## src/rtl/lcd_write_arbiter_if.sv

```systemverilog
// Requester and LCD pin bundle for lcd_write_arbiter.
// The master modport is the requester side; the slave modport is the arbiter.
interface lcd_write_arbiter_if;
   logic       iREQ0;
   logic       iREQ1;
   logic       iRS0;
   logic       iRS1;
   logic [7:0] iDATA0;
   logic [7:0] iDATA1;
   logic       oACK0;
   logic       oACK1;
   logic       oREADY;
   logic [7:0] oLCD_DATA;
   logic       oLCD_RS;
   logic       oLCD_RW;
   logic       oLCD_E;

   modport master (
      output iREQ0, iREQ1, iRS0, iRS1, iDATA0, iDATA1,
      input  oACK0, oACK1, oREADY, oLCD_DATA, oLCD_RS, oLCD_RW, oLCD_E
   );

   modport slave (
      input  iREQ0, iREQ1, iRS0, iRS1, iDATA0, iDATA1,
      output oACK0, oACK1, oREADY, oLCD_DATA, oLCD_RS, oLCD_RW, oLCD_E
   );
endinterface

```

## src/rtl/lcd_write_arbiter.sv

```systemverilog
// HD44780 bus sequencer with round-robin arbitration between two write ports.
// Define LCD_ARB_INIT_EN to build the power-up wait and the 0x38/0x0C/0x01/0x06 init sequence.
module lcd_write_arbiter #(
   parameter int unsigned T_PWRUP = 1000000,
   parameter int unsigned T_SETUP = 4,
   parameter int unsigned T_EN    = 16,
   parameter int unsigned T_HOLD  = 4,
   parameter int unsigned T_SHORT = 2500,
   parameter int unsigned T_LONG  = 100000
) (
   input logic                iCLK,
   input logic                iRST_N,
   lcd_write_arbiter_if.slave bus
);
   localparam int unsigned MaxA = (T_PWRUP > T_LONG) ? T_PWRUP : T_LONG;
   localparam int unsigned MaxB = (T_SHORT > T_EN) ? T_SHORT : T_EN;
   localparam int unsigned MaxC = (T_SETUP > T_HOLD) ? T_SETUP : T_HOLD;
   localparam int unsigned MaxAB = (MaxA > MaxB) ? MaxA : MaxB;
   localparam int unsigned TMax = (MaxAB > MaxC) ? MaxAB : MaxC;
   localparam int unsigned CntW = ($clog2(TMax) > 0) ? $clog2(TMax) : 1;

   typedef enum logic [2:0] {
`ifdef LCD_ARB_INIT_EN
      StPwrup,
      StInit,
`endif
      StIdle,
      StSetup,
      StPulse,
      StHold,
      StWait
   } state_e;

   state_e          r_state;
   logic [CntW-1:0] r_cnt;
   logic            r_prio;   // port favoured when both request
   logic            r_ready;
   logic            r_ack0;
   logic            r_ack1;
   logic            r_rs;
   logic [7:0]      r_data;
   logic            r_e;
   logic            w_gnt0;
   logic            w_gnt1;
   logic            w_long;

`ifdef LCD_ARB_INIT_EN
   logic [1:0] r_init_idx;
   logic [7:0] w_init_cmd;

   always_comb begin
      case (r_init_idx)
         2'd0:    w_init_cmd = 8'h38;
         2'd1:    w_init_cmd = 8'h0C;
         2'd2:    w_init_cmd = 8'h01;
         default: w_init_cmd = 8'h06;
      endcase
   end
`endif

   always_comb begin
      w_gnt0 = 1'b0;
      w_gnt1 = 1'b0;
      if (r_state == StIdle && r_ready) begin
         if (bus.iREQ0 && (!bus.iREQ1 || !r_prio)) w_gnt0 = 1'b1;
         else if (bus.iREQ1)                      w_gnt1 = 1'b1;
      end
   end

   // Clear and return-home need the long execution delay.
   assign w_long = !r_rs && (r_data inside {8'h01, 8'h02, 8'h03});

   always_ff @(posedge iCLK or negedge iRST_N) begin
      if (!iRST_N) begin
`ifdef LCD_ARB_INIT_EN
         r_state    <= StPwrup;
         r_cnt      <= CntW'(T_PWRUP - 1);
         r_init_idx <= 2'd0;
`else
         r_state    <= StIdle;
         r_cnt      <= '0;
`endif
         r_prio     <= 1'b0;
         r_ready    <= 1'b0;
         r_ack0     <= 1'b0;
         r_ack1     <= 1'b0;
         r_rs       <= 1'b0;
         r_data     <= 8'h00;
         r_e        <= 1'b0;
      end else begin
         r_ack0 <= 1'b0;
         r_ack1 <= 1'b0;
         case (r_state)
`ifdef LCD_ARB_INIT_EN
            StPwrup: begin
               if (r_cnt != '0) r_cnt <= r_cnt - CntW'(1);
               else             r_state <= StInit;
            end
            StInit: begin
               r_rs    <= 1'b0;
               r_data  <= w_init_cmd;
               r_cnt   <= CntW'(T_SETUP - 1);
               r_state <= StSetup;
            end
`endif
            StIdle: begin
               if (!r_ready) begin
                  r_ready <= 1'b1;
               end else if (w_gnt0 || w_gnt1) begin
                  r_ack0  <= w_gnt0;
                  r_ack1  <= w_gnt1;
                  r_rs    <= w_gnt1 ? bus.iRS1 : bus.iRS0;
                  r_data  <= w_gnt1 ? bus.iDATA1 : bus.iDATA0;
                  r_prio  <= w_gnt0;
                  r_cnt   <= CntW'(T_SETUP - 1);
                  r_state <= StSetup;
               end
            end
            StSetup: begin
               if (r_cnt != '0) begin
                  r_cnt <= r_cnt - CntW'(1);
               end else begin
                  r_e     <= 1'b1;
                  r_cnt   <= CntW'(T_EN - 1);
                  r_state <= StPulse;
               end
            end
            StPulse: begin
               if (r_cnt != '0) begin
                  r_cnt <= r_cnt - CntW'(1);
               end else begin
                  r_e     <= 1'b0;
                  r_cnt   <= CntW'(T_HOLD - 1);
                  r_state <= StHold;
               end
            end
            StHold: begin
               if (r_cnt != '0) begin
                  r_cnt <= r_cnt - CntW'(1);
               end else begin
                  r_cnt   <= w_long ? CntW'(T_LONG - 1) : CntW'(T_SHORT - 1);
                  r_state <= StWait;
               end
            end
            StWait: begin
               if (r_cnt != '0) begin
                  r_cnt <= r_cnt - CntW'(1);
               end else begin
`ifdef LCD_ARB_INIT_EN
                  if (r_ready) begin
                     r_state <= StIdle;
                  end else if (r_init_idx == 2'd3) begin
                     r_ready <= 1'b1;
                     r_state <= StIdle;
                  end else begin
                     r_init_idx <= r_init_idx + 2'd1;
                     r_state    <= StInit;
                  end
`else
                  r_state <= StIdle;
`endif
               end
            end
            default: r_state <= StIdle;
         endcase
      end
   end

   assign bus.oACK0     = r_ack0;
   assign bus.oACK1     = r_ack1;
   assign bus.oREADY    = r_ready;
   assign bus.oLCD_DATA = r_data;
   assign bus.oLCD_RS   = r_rs;
   assign bus.oLCD_RW   = 1'b0;
   assign bus.oLCD_E    = r_e;
endmodule

```

## src/flat_wrapper.sv

```systemverilog
// flat-port wrapper written by rule: the top's interface ports become plain ports
module lcd_write_arbiter_flat 
#(
   parameter int unsigned T_PWRUP = 1000000,
   parameter int unsigned T_SETUP = 4,
   parameter int unsigned T_EN    = 16,
   parameter int unsigned T_HOLD  = 4,
   parameter int unsigned T_SHORT = 2500,
   parameter int unsigned T_LONG  = 100000
)
  (iCLK, iRST_N, bus_iREQ0, bus_iREQ1, bus_iRS0, bus_iRS1, bus_iDATA0, bus_iDATA1, bus_oACK0, bus_oACK1, bus_oREADY, bus_oLCD_DATA, bus_oLCD_RS, bus_oLCD_RW, bus_oLCD_E);
  lcd_write_arbiter_if bus_i ();
  input logic iCLK;
  input logic iRST_N;
  input wire logic [$bits(bus_i.iREQ0)-1:0] bus_iREQ0;
  input wire logic [$bits(bus_i.iREQ1)-1:0] bus_iREQ1;
  input wire logic [$bits(bus_i.iRS0)-1:0] bus_iRS0;
  input wire logic [$bits(bus_i.iRS1)-1:0] bus_iRS1;
  input wire logic [$bits(bus_i.iDATA0)-1:0] bus_iDATA0;
  input wire logic [$bits(bus_i.iDATA1)-1:0] bus_iDATA1;
  output wire logic [$bits(bus_i.oACK0)-1:0] bus_oACK0;
  output wire logic [$bits(bus_i.oACK1)-1:0] bus_oACK1;
  output wire logic [$bits(bus_i.oREADY)-1:0] bus_oREADY;
  output wire logic [$bits(bus_i.oLCD_DATA)-1:0] bus_oLCD_DATA;
  output wire logic [$bits(bus_i.oLCD_RS)-1:0] bus_oLCD_RS;
  output wire logic [$bits(bus_i.oLCD_RW)-1:0] bus_oLCD_RW;
  output wire logic [$bits(bus_i.oLCD_E)-1:0] bus_oLCD_E;
  assign bus_i.iREQ0 = bus_iREQ0;
  assign bus_i.iREQ1 = bus_iREQ1;
  assign bus_i.iRS0 = bus_iRS0;
  assign bus_i.iRS1 = bus_iRS1;
  assign bus_i.iDATA0 = bus_iDATA0;
  assign bus_i.iDATA1 = bus_iDATA1;
  assign bus_oACK0 = bus_i.oACK0;
  assign bus_oACK1 = bus_i.oACK1;
  assign bus_oREADY = bus_i.oREADY;
  assign bus_oLCD_DATA = bus_i.oLCD_DATA;
  assign bus_oLCD_RS = bus_i.oLCD_RS;
  assign bus_oLCD_RW = bus_i.oLCD_RW;
  assign bus_oLCD_E = bus_i.oLCD_E;
  lcd_write_arbiter #(.T_PWRUP(T_PWRUP), .T_SETUP(T_SETUP), .T_EN(T_EN), .T_HOLD(T_HOLD), .T_SHORT(T_SHORT), .T_LONG(T_LONG)) u_core (.iCLK(iCLK), .iRST_N(iRST_N), .bus(bus_i));
endmodule
```

## config.mk

```make
export PLATFORM = sky130hd
export DESIGN_NAME = lcd_write_arbiter_flat
export DESIGN_NICKNAME = d
export VERILOG_FILES = /design/src/rtl/lcd_write_arbiter_if.sv /design/src/rtl/lcd_write_arbiter.sv /design/src/flat_wrapper.sv
export SDC_FILE = /design/constraint.sdc
export NUM_CORES = 1
export LEC_CHECK = 0
export ABC_AREA = 1
export CAP_MARGIN = 20
export CORE_UTILIZATION = 45
export DETAILED_ROUTE_END_ITERATION = 16
export GPL_ROUTABILITY_DRIVEN = 0
export PLACE_DENSITY = 0.69
export SYNTH_ARGS = -nofsm -noshare
export SYNTH_HDL_FRONTEND = slang
export SYNTH_SLANG_ARGS = --single-unit
```

## constraint.sdc

```tcl
create_clock -name iCLK -period 3.29 [get_ports iCLK]
set_clock_uncertainty 0.15 [all_clocks]
set_input_delay 0.987 -clock iCLK [delete_from_list [all_inputs] [get_ports iCLK]]
set_output_delay 0.987 -clock iCLK [all_outputs]
set_load 0.01 [all_outputs]
```

## Yosys cells after proc, flatten, opt, wreduce, memory -nomap -nowiden

Cells that the tools add are included.

- Bits in registers: 37
- Input bits: 22
- Output and inout port bits: 14

- Add/sub/neg operators: 1
- Equal/unequal tests: 14
- Multiplexer cells: 31
- Reduce and logical (&&, ||, !) cells: 17

Operator list:

| operator | count |
|---|---|
| 2-to-1 mux 20 bit | 6 |
| one-hot mux 20 bit (5 select lines) | 1 |
| nonzero test 20 bit | 1 |
| subtractor 20 x 1 -> 20 bit, second input constant | 1 |
| 2-to-1 mux 3 bit | 6 |
| 2-to-1 mux 17 bit | 1 |
| equality test 8 x 2 -> 1 bit, second input constant | 2 |
| one-hot mux 3 bit (5 select lines) | 1 |
| 2-to-1 mux 1 bit | 14 |
| inequality test 2 bit, second input constant | 5 |
| equality test 8 x 1 -> 1 bit, second input constant | 1 |
| 2-to-1 mux 8 bit | 1 |
| equality test 3 x 2 -> 1 bit, second input constant | 2 |
| AND reduction 3 bit | 2 |
| AND reduction 6 bit | 1 |
| nonzero test 5 bit | 1 |
| inequality test 2 x 1 -> 1 bit, second input constant | 2 |
| AND reduction 4 bit | 1 |
| equality test 3 x 1 -> 1 bit, second input constant | 1 |
| equality test 3 bit, second input constant | 1 |
| logical AND 1 bit | 3 |
| zero test 1 bit | 3 |
| zero test 3 bit | 1 |
| nonzero test 3 bit | 1 |
| other kinds (3) | 4 |

## Logic depth before layout (Yosys ltp)

- Word-level depth: 9
- Depth in mapped cells: 11
- Depth with buffers taken out: 11

## Least setup slack after synthesis

Ideal clock, no wire load.

- Path type: in2reg
- Start: in bus_iREQ0
- End: reg u_core.r_cnt[17]
- Library setup time: 0.121 ns
- Data arrival time: 1.851 ns
- Slack: 1.168 ns
- Stages on the path: 7
- Path buffers: 1
- Cells stage by stage: a21boi_0 -> nand2_2 -> nand3_2 -> nand3_4 -> buf_6 -> nand2_1 -> o21ai_2

- Cells in the longest elaborated chain, start to end: 6

Ends and longest elaborated chain:

| what | RTL line | RTL |
|---|---|---|
| start, declared | flat_wrapper.sv:15 | `input wire logic [$bits(bus_i.iREQ0)-1:0] bus_iREQ0;` |
| logical AND 1 bit (*) | lcd_write_arbiter.sv:65 | `if (bus.iREQ0 && (!bus.iREQ1 \|\| !r_prio)) w_gnt0 = 1'b1;` |
| 2-to-1 mux 1 bit | lcd_write_arbiter.sv:65 |  |
| 2-to-1 mux 1 bit | lcd_write_arbiter.sv:64 | `if (r_state == StIdle && r_ready) begin` |
| logical OR 1 bit (*) | lcd_write_arbiter.sv:109 | `end else if (w_gnt0 \|\| w_gnt1) begin` |
| inequality test 2 bit (no line) (*) | - |  |
| AND reduction 4 bit (no line) (*) | - |  |
| end signal, assigned | lcd_write_arbiter.sv:115 | `r_cnt <= CntW'(T_SETUP - 1);` |
| end signal, assigned | lcd_write_arbiter.sv:121 | `r_cnt <= r_cnt - CntW'(1);` |
| end signal, assigned | lcd_write_arbiter.sv:124 | `r_cnt <= CntW'(T_EN - 1);` |
| end, declared | lcd_write_arbiter.sv:35 | `logic [CntW-1:0] r_cnt;` |

Mark *: on every way between the ends. The rest lies on a longest branch, timed or not.
A chain may end at the register's enable or synchronous reset.

## Worst setup path after layout

- Start: in bus_iREQ0
- End: reg u_core.r_cnt[7]

The elaborated chain is that of the path after synthesis.

==> results.txt <==
The number of nets still failing antenna checks after routing came out at 0. The total of fill cells in the finished design is just under 500. The total track usage came out at 0.2234. The final count of pins violating max slew came to 0. The worst setup path is captured at a register. The share of the cycle needed by the critical path after routing came out at 0.7480.

For this run, the post-layout net count is 376. The relative max-transition margin came out at 0.4369. After detailed routing, the number of vias per cell comes to just over 5. The final setup slack of the worst path came out at 0.8289 ns. In the synthesized netlist the async set-or-reset flop fraction comes to 1.000.

The initial antenna violation count was 0. The die area came out at 5512 um2. The netlist area before placement came out at between 2000 and 2500 um2. The buffer type at the clock tree root is sky130_fd_sc_hd__clkbuf_8. The number of ports placed on the die boundary is 36.

The number of rows in the core area came out at 25. After clock tree synthesis, the clock-pin slew on the worst setup and hold paths is 0.07 ns. The number of distinct library cells after synthesis is 37. The clock period minus final worst setup slack came out at 2.461 ns. The tree built by TritonCTS fans out to 37 sinks.

The setup path with the least slack is of type in2reg. The internal portion of total power is 1.477 mW. The largest net degree at the start of global routing came out at 38. The slew of the pin with the lowest slew margin is 0.8446 ns. In this run, the number of DRC markers left after iteration 0 of detailed routing was 100. The number of setup buffers added after CTS is 0.

The vertical die dimension came out at 74.24 um. The relative area change from synthesis to final layout is 20.72%. The number of antenna diodes in the final layout is 0. The flip-flop and latch count after synthesis came out at 37.

The utilization after layout came out at 0.5810. The total congestion overflow came out at 0. Of all nets on the critical path, the largest fanout is 18. Prior to clock tree synthesis, the placed netlist has a worst setup slack of 0.5219 ns. The mean instance size in the synthesized netlist came out at 7.479 um2.

Setup repair after global routing left no endpoint under its margin. The starting density of the core is 0.4813. The first detailed-routing pass ran for 4 iterations. The power per cell area is 1053 nW/um2.

The prevailing post-synth register cell is sky130_fd_sc_hd__dfrtp_1. The part of the total power dissipated in combinational logic is 0.618. The highest ir drop seen on vdd is between 0.6 and 0.7 mV. The worst setup path is launched from an input port. The first global-routing pass estimated 9.211 mm of wire. The post-CTS resize count is 0. The dominant cell by count in the synthesized netlist is sky130_fd_sc_hd__nand2_1. At the later pin of the worst-skew pair, clock insertion delay measures ~0.30 ns. The min-delay analysis places its worst path in the category reg2reg. The highest attainable clock frequency came out at 406.3 MHz. The clock power share is 0.109. In this run the static leakage power is 1.372 nW. The count of flip-flops with a built-in enable after synthesis came out at 0.

The number of standard cells after synthesis came out at 314. The remaining design rule violation count came out at 0. Summed over all failing endpoints, the final setup total negative slack is 0 ns. The power spent charging and discharging nets came out at 1.508 mW. The total clock buffers created by CTS came out at 5. Of the post-synthesis cell area, the dominant cell type holds 0.3942.

During placement, the flow inserted port buffers numbering 34. The die extent in x came out at 74.24 um. The H-tree generated during clock tree synthesis spans 2 levels. The number of nets in the synthesized netlist is about 340. The number of hold-slack violations in the final timing report came out at 0.

The flow ran to the end, and the final reports show no timing, DRC or antenna violations. The Yosys step of the flow raised 0 warnings. The net switching fraction of the power came out at 0.5052. Once layout is complete, the cells apart from fillers number 419. The core region is 4880 um2.

The total placed cells including tap cells came out at 412. The number of global-route vias before repair is 2,061. The data arrival at the endpoint of the critical path came out at around 2.6 ns.

Across all layers, the routed design uses 2,125 vias. The count of maximum capacitance violations is 0. The register share of total power is 0.273.

The placed wire-length estimate after detailed placement came out at a little over 4 mm. The maximum count of clock buffers along a single path is 2. The layout cell share with drive strength beyond 1 is 0.1392.

The portion of the post-synthesis area used by sequential elements is 0.3942. The hold-fix buffer count after cts came out at 0. The total power came out at 2.985 mW. The final setup violation count is 0.

Sorting the synthesized cells by area gives the leading types as sky130_fd_sc_hd__dfrtp_1 (39%), sky130_fd_sc_hd__nand2_1 (12%), sky130_fd_sc_hd__nor2_1 (6.4%). The synthesized design spends more area on one cell type than any other, namely sky130_fd_sc_hd__dfrtp_1. The routed design has 5.385 mm of wire. The worst endpoint required time is about 3.4 ns. The routed length per placed instance is 12.85 um. Ranked by instance count, the synthesized netlist is headed by sky130_fd_sc_hd__nand2_1 (76), sky130_fd_sc_hd__nor2_1 (40), sky130_fd_sc_hd__dfrtp_1 (37). TritonCTS built the clock tree.
## critical path, cell delays in order
cell and delay [ns]:
sky130_fd_sc_hd__clkdlybuf4s50_1 0.45, sky130_fd_sc_hd__a21boi_0 0.27, sky130_fd_sc_hd__nand2_2 0.15, sky130_fd_sc_hd__nand3_2 0.12, sky130_fd_sc_hd__nand3_4 0.23, sky130_fd_sc_hd__inv_2 0.19
sky130_fd_sc_hd__nand3_1 0.08, sky130_fd_sc_hd__nand2_1 0.06
## worst paths after layout
kind,startpoint,to,slack (ns),cells after the start
hold / removal,u_core.r_cnt[0],u_core.r_cnt[0],0.34,1
hold reg to reg,u_core.r_cnt[0],u_core.r_cnt[0],0.34,1
setup / recovery,bus_iREQ0,u_core.r_cnt[7],0.83,8
max in group asynchronous,iRST_N,u_core.bus.oLCD_DATA[7],1.82,1
setup reg to reg,u_core.r_cnt[0],u_core.r_cnt[14],1.31,9
min in group asynchronous,iRST_N,u_core.r_cnt[2],0.64,1
## layer usage
layer / track usage / wire length (um) / up-vias
met1: 0.2951 / 2562 / 969
met4: 0.08805 / 97 / 0
met3: 0.05556 / 309 / 11
met5: 0 / 0 / -
li1: - / - / 1086
met2: 0.3535 / 2415 / 59
## state kept, by name (all words and copies together), names as in the netlist
register / cells
u_core.r_cnt: 20
u_core.bus.oLCD_RS: 1
u_core.r_state: 3
u_core.bus.oLCD_DATA: 8
u_core.r_prio: 1
u_core.bus.oACK1: 1
u_core.bus.oACK0: 1
u_core.bus.oLCD_E: 1
u_core.bus.oREADY: 1
## power groups by stage
stage / registers [mW] / logic [mW] / clock network, mW
5_1_grt: 0.842 / 2.09 / 0.350
2_1_floorplan: 0.815 / 1.36 / 0
6_report: 0.814 / 1.84 / 0.326
3_5_place_dp: 0.819 / 1.84 / 0
3_3_place_gp: 0.817 / 1.82 / 0
4_1_cts: 0.814 / 1.85 / 0.338
## stage by stage
stage               hold slack, ns  cell area, um2
finish                      0.3392            2835
global route                0.3829            2835
floorplan                   0.2951            2349
detailed placement          0.3294            2749
CTS                         0.3382            2835
global placement            0.3168            2749
## final cells by class
type	instances	area (um2)	area share
Clock buffer	7	86.33	0.03045
Inverter	35	131.4	0.04634
Multi-Input combinational cell	237	1257	0.4435
Sequential cell	37	925.9	0.3266
Tap cell	67	83.83	0.02957
Timing Repair Buffer	36	350.3	0.1236
## layout by cell type, fill, tap and decap left out, types with 2 or more instances in the layout
master                             n
sky130_fd_sc_hd__nor2_4            3
sky130_fd_sc_hd__inv_2             8
sky130_fd_sc_hd__o21ai_1           5
sky130_fd_sc_hd__nand2_1          76
sky130_fd_sc_hd__nor2_1           40
sky130_fd_sc_hd__buf_4             2
sky130_fd_sc_hd__nand2_2           6
sky130_fd_sc_hd__a31oi_1           9
sky130_fd_sc_hd__inv_1            27
sky130_fd_sc_hd__nand2_4           2
sky130_fd_sc_hd__nor2_2           10
sky130_fd_sc_hd__nor3_1            3
sky130_fd_sc_hd__clkbuf_8          6
sky130_fd_sc_hd__ha_1              2
sky130_fd_sc_hd__xor2_1           10
sky130_fd_sc_hd__xnor2_1           2
sky130_fd_sc_hd__clkdlybuf4s50_1  33
sky130_fd_sc_hd__o211ai_1          2
sky130_fd_sc_hd__dfrtp_1          37
sky130_fd_sc_hd__nand3_4           2
sky130_fd_sc_hd__o21ai_2           2
sky130_fd_sc_hd__a21oi_1           8
sky130_fd_sc_hd__nand3_1          24
sky130_fd_sc_hd__nand4_1           5
sky130_fd_sc_hd__o21ai_0          14
## cells by family after synthesis
family / after synthesis / synth area share
simple gates: 177 / 0.3612
compound gates: 45 / 0.1172
buf+inv: 40 / 0.07033
flops: 37 / 0.3942
xor+xnor: 12 / 0.04475
fa+ha+maj: 2 / 0.01065
other cells: 1 / 0.001597
(Power assumes the default switching activity.)
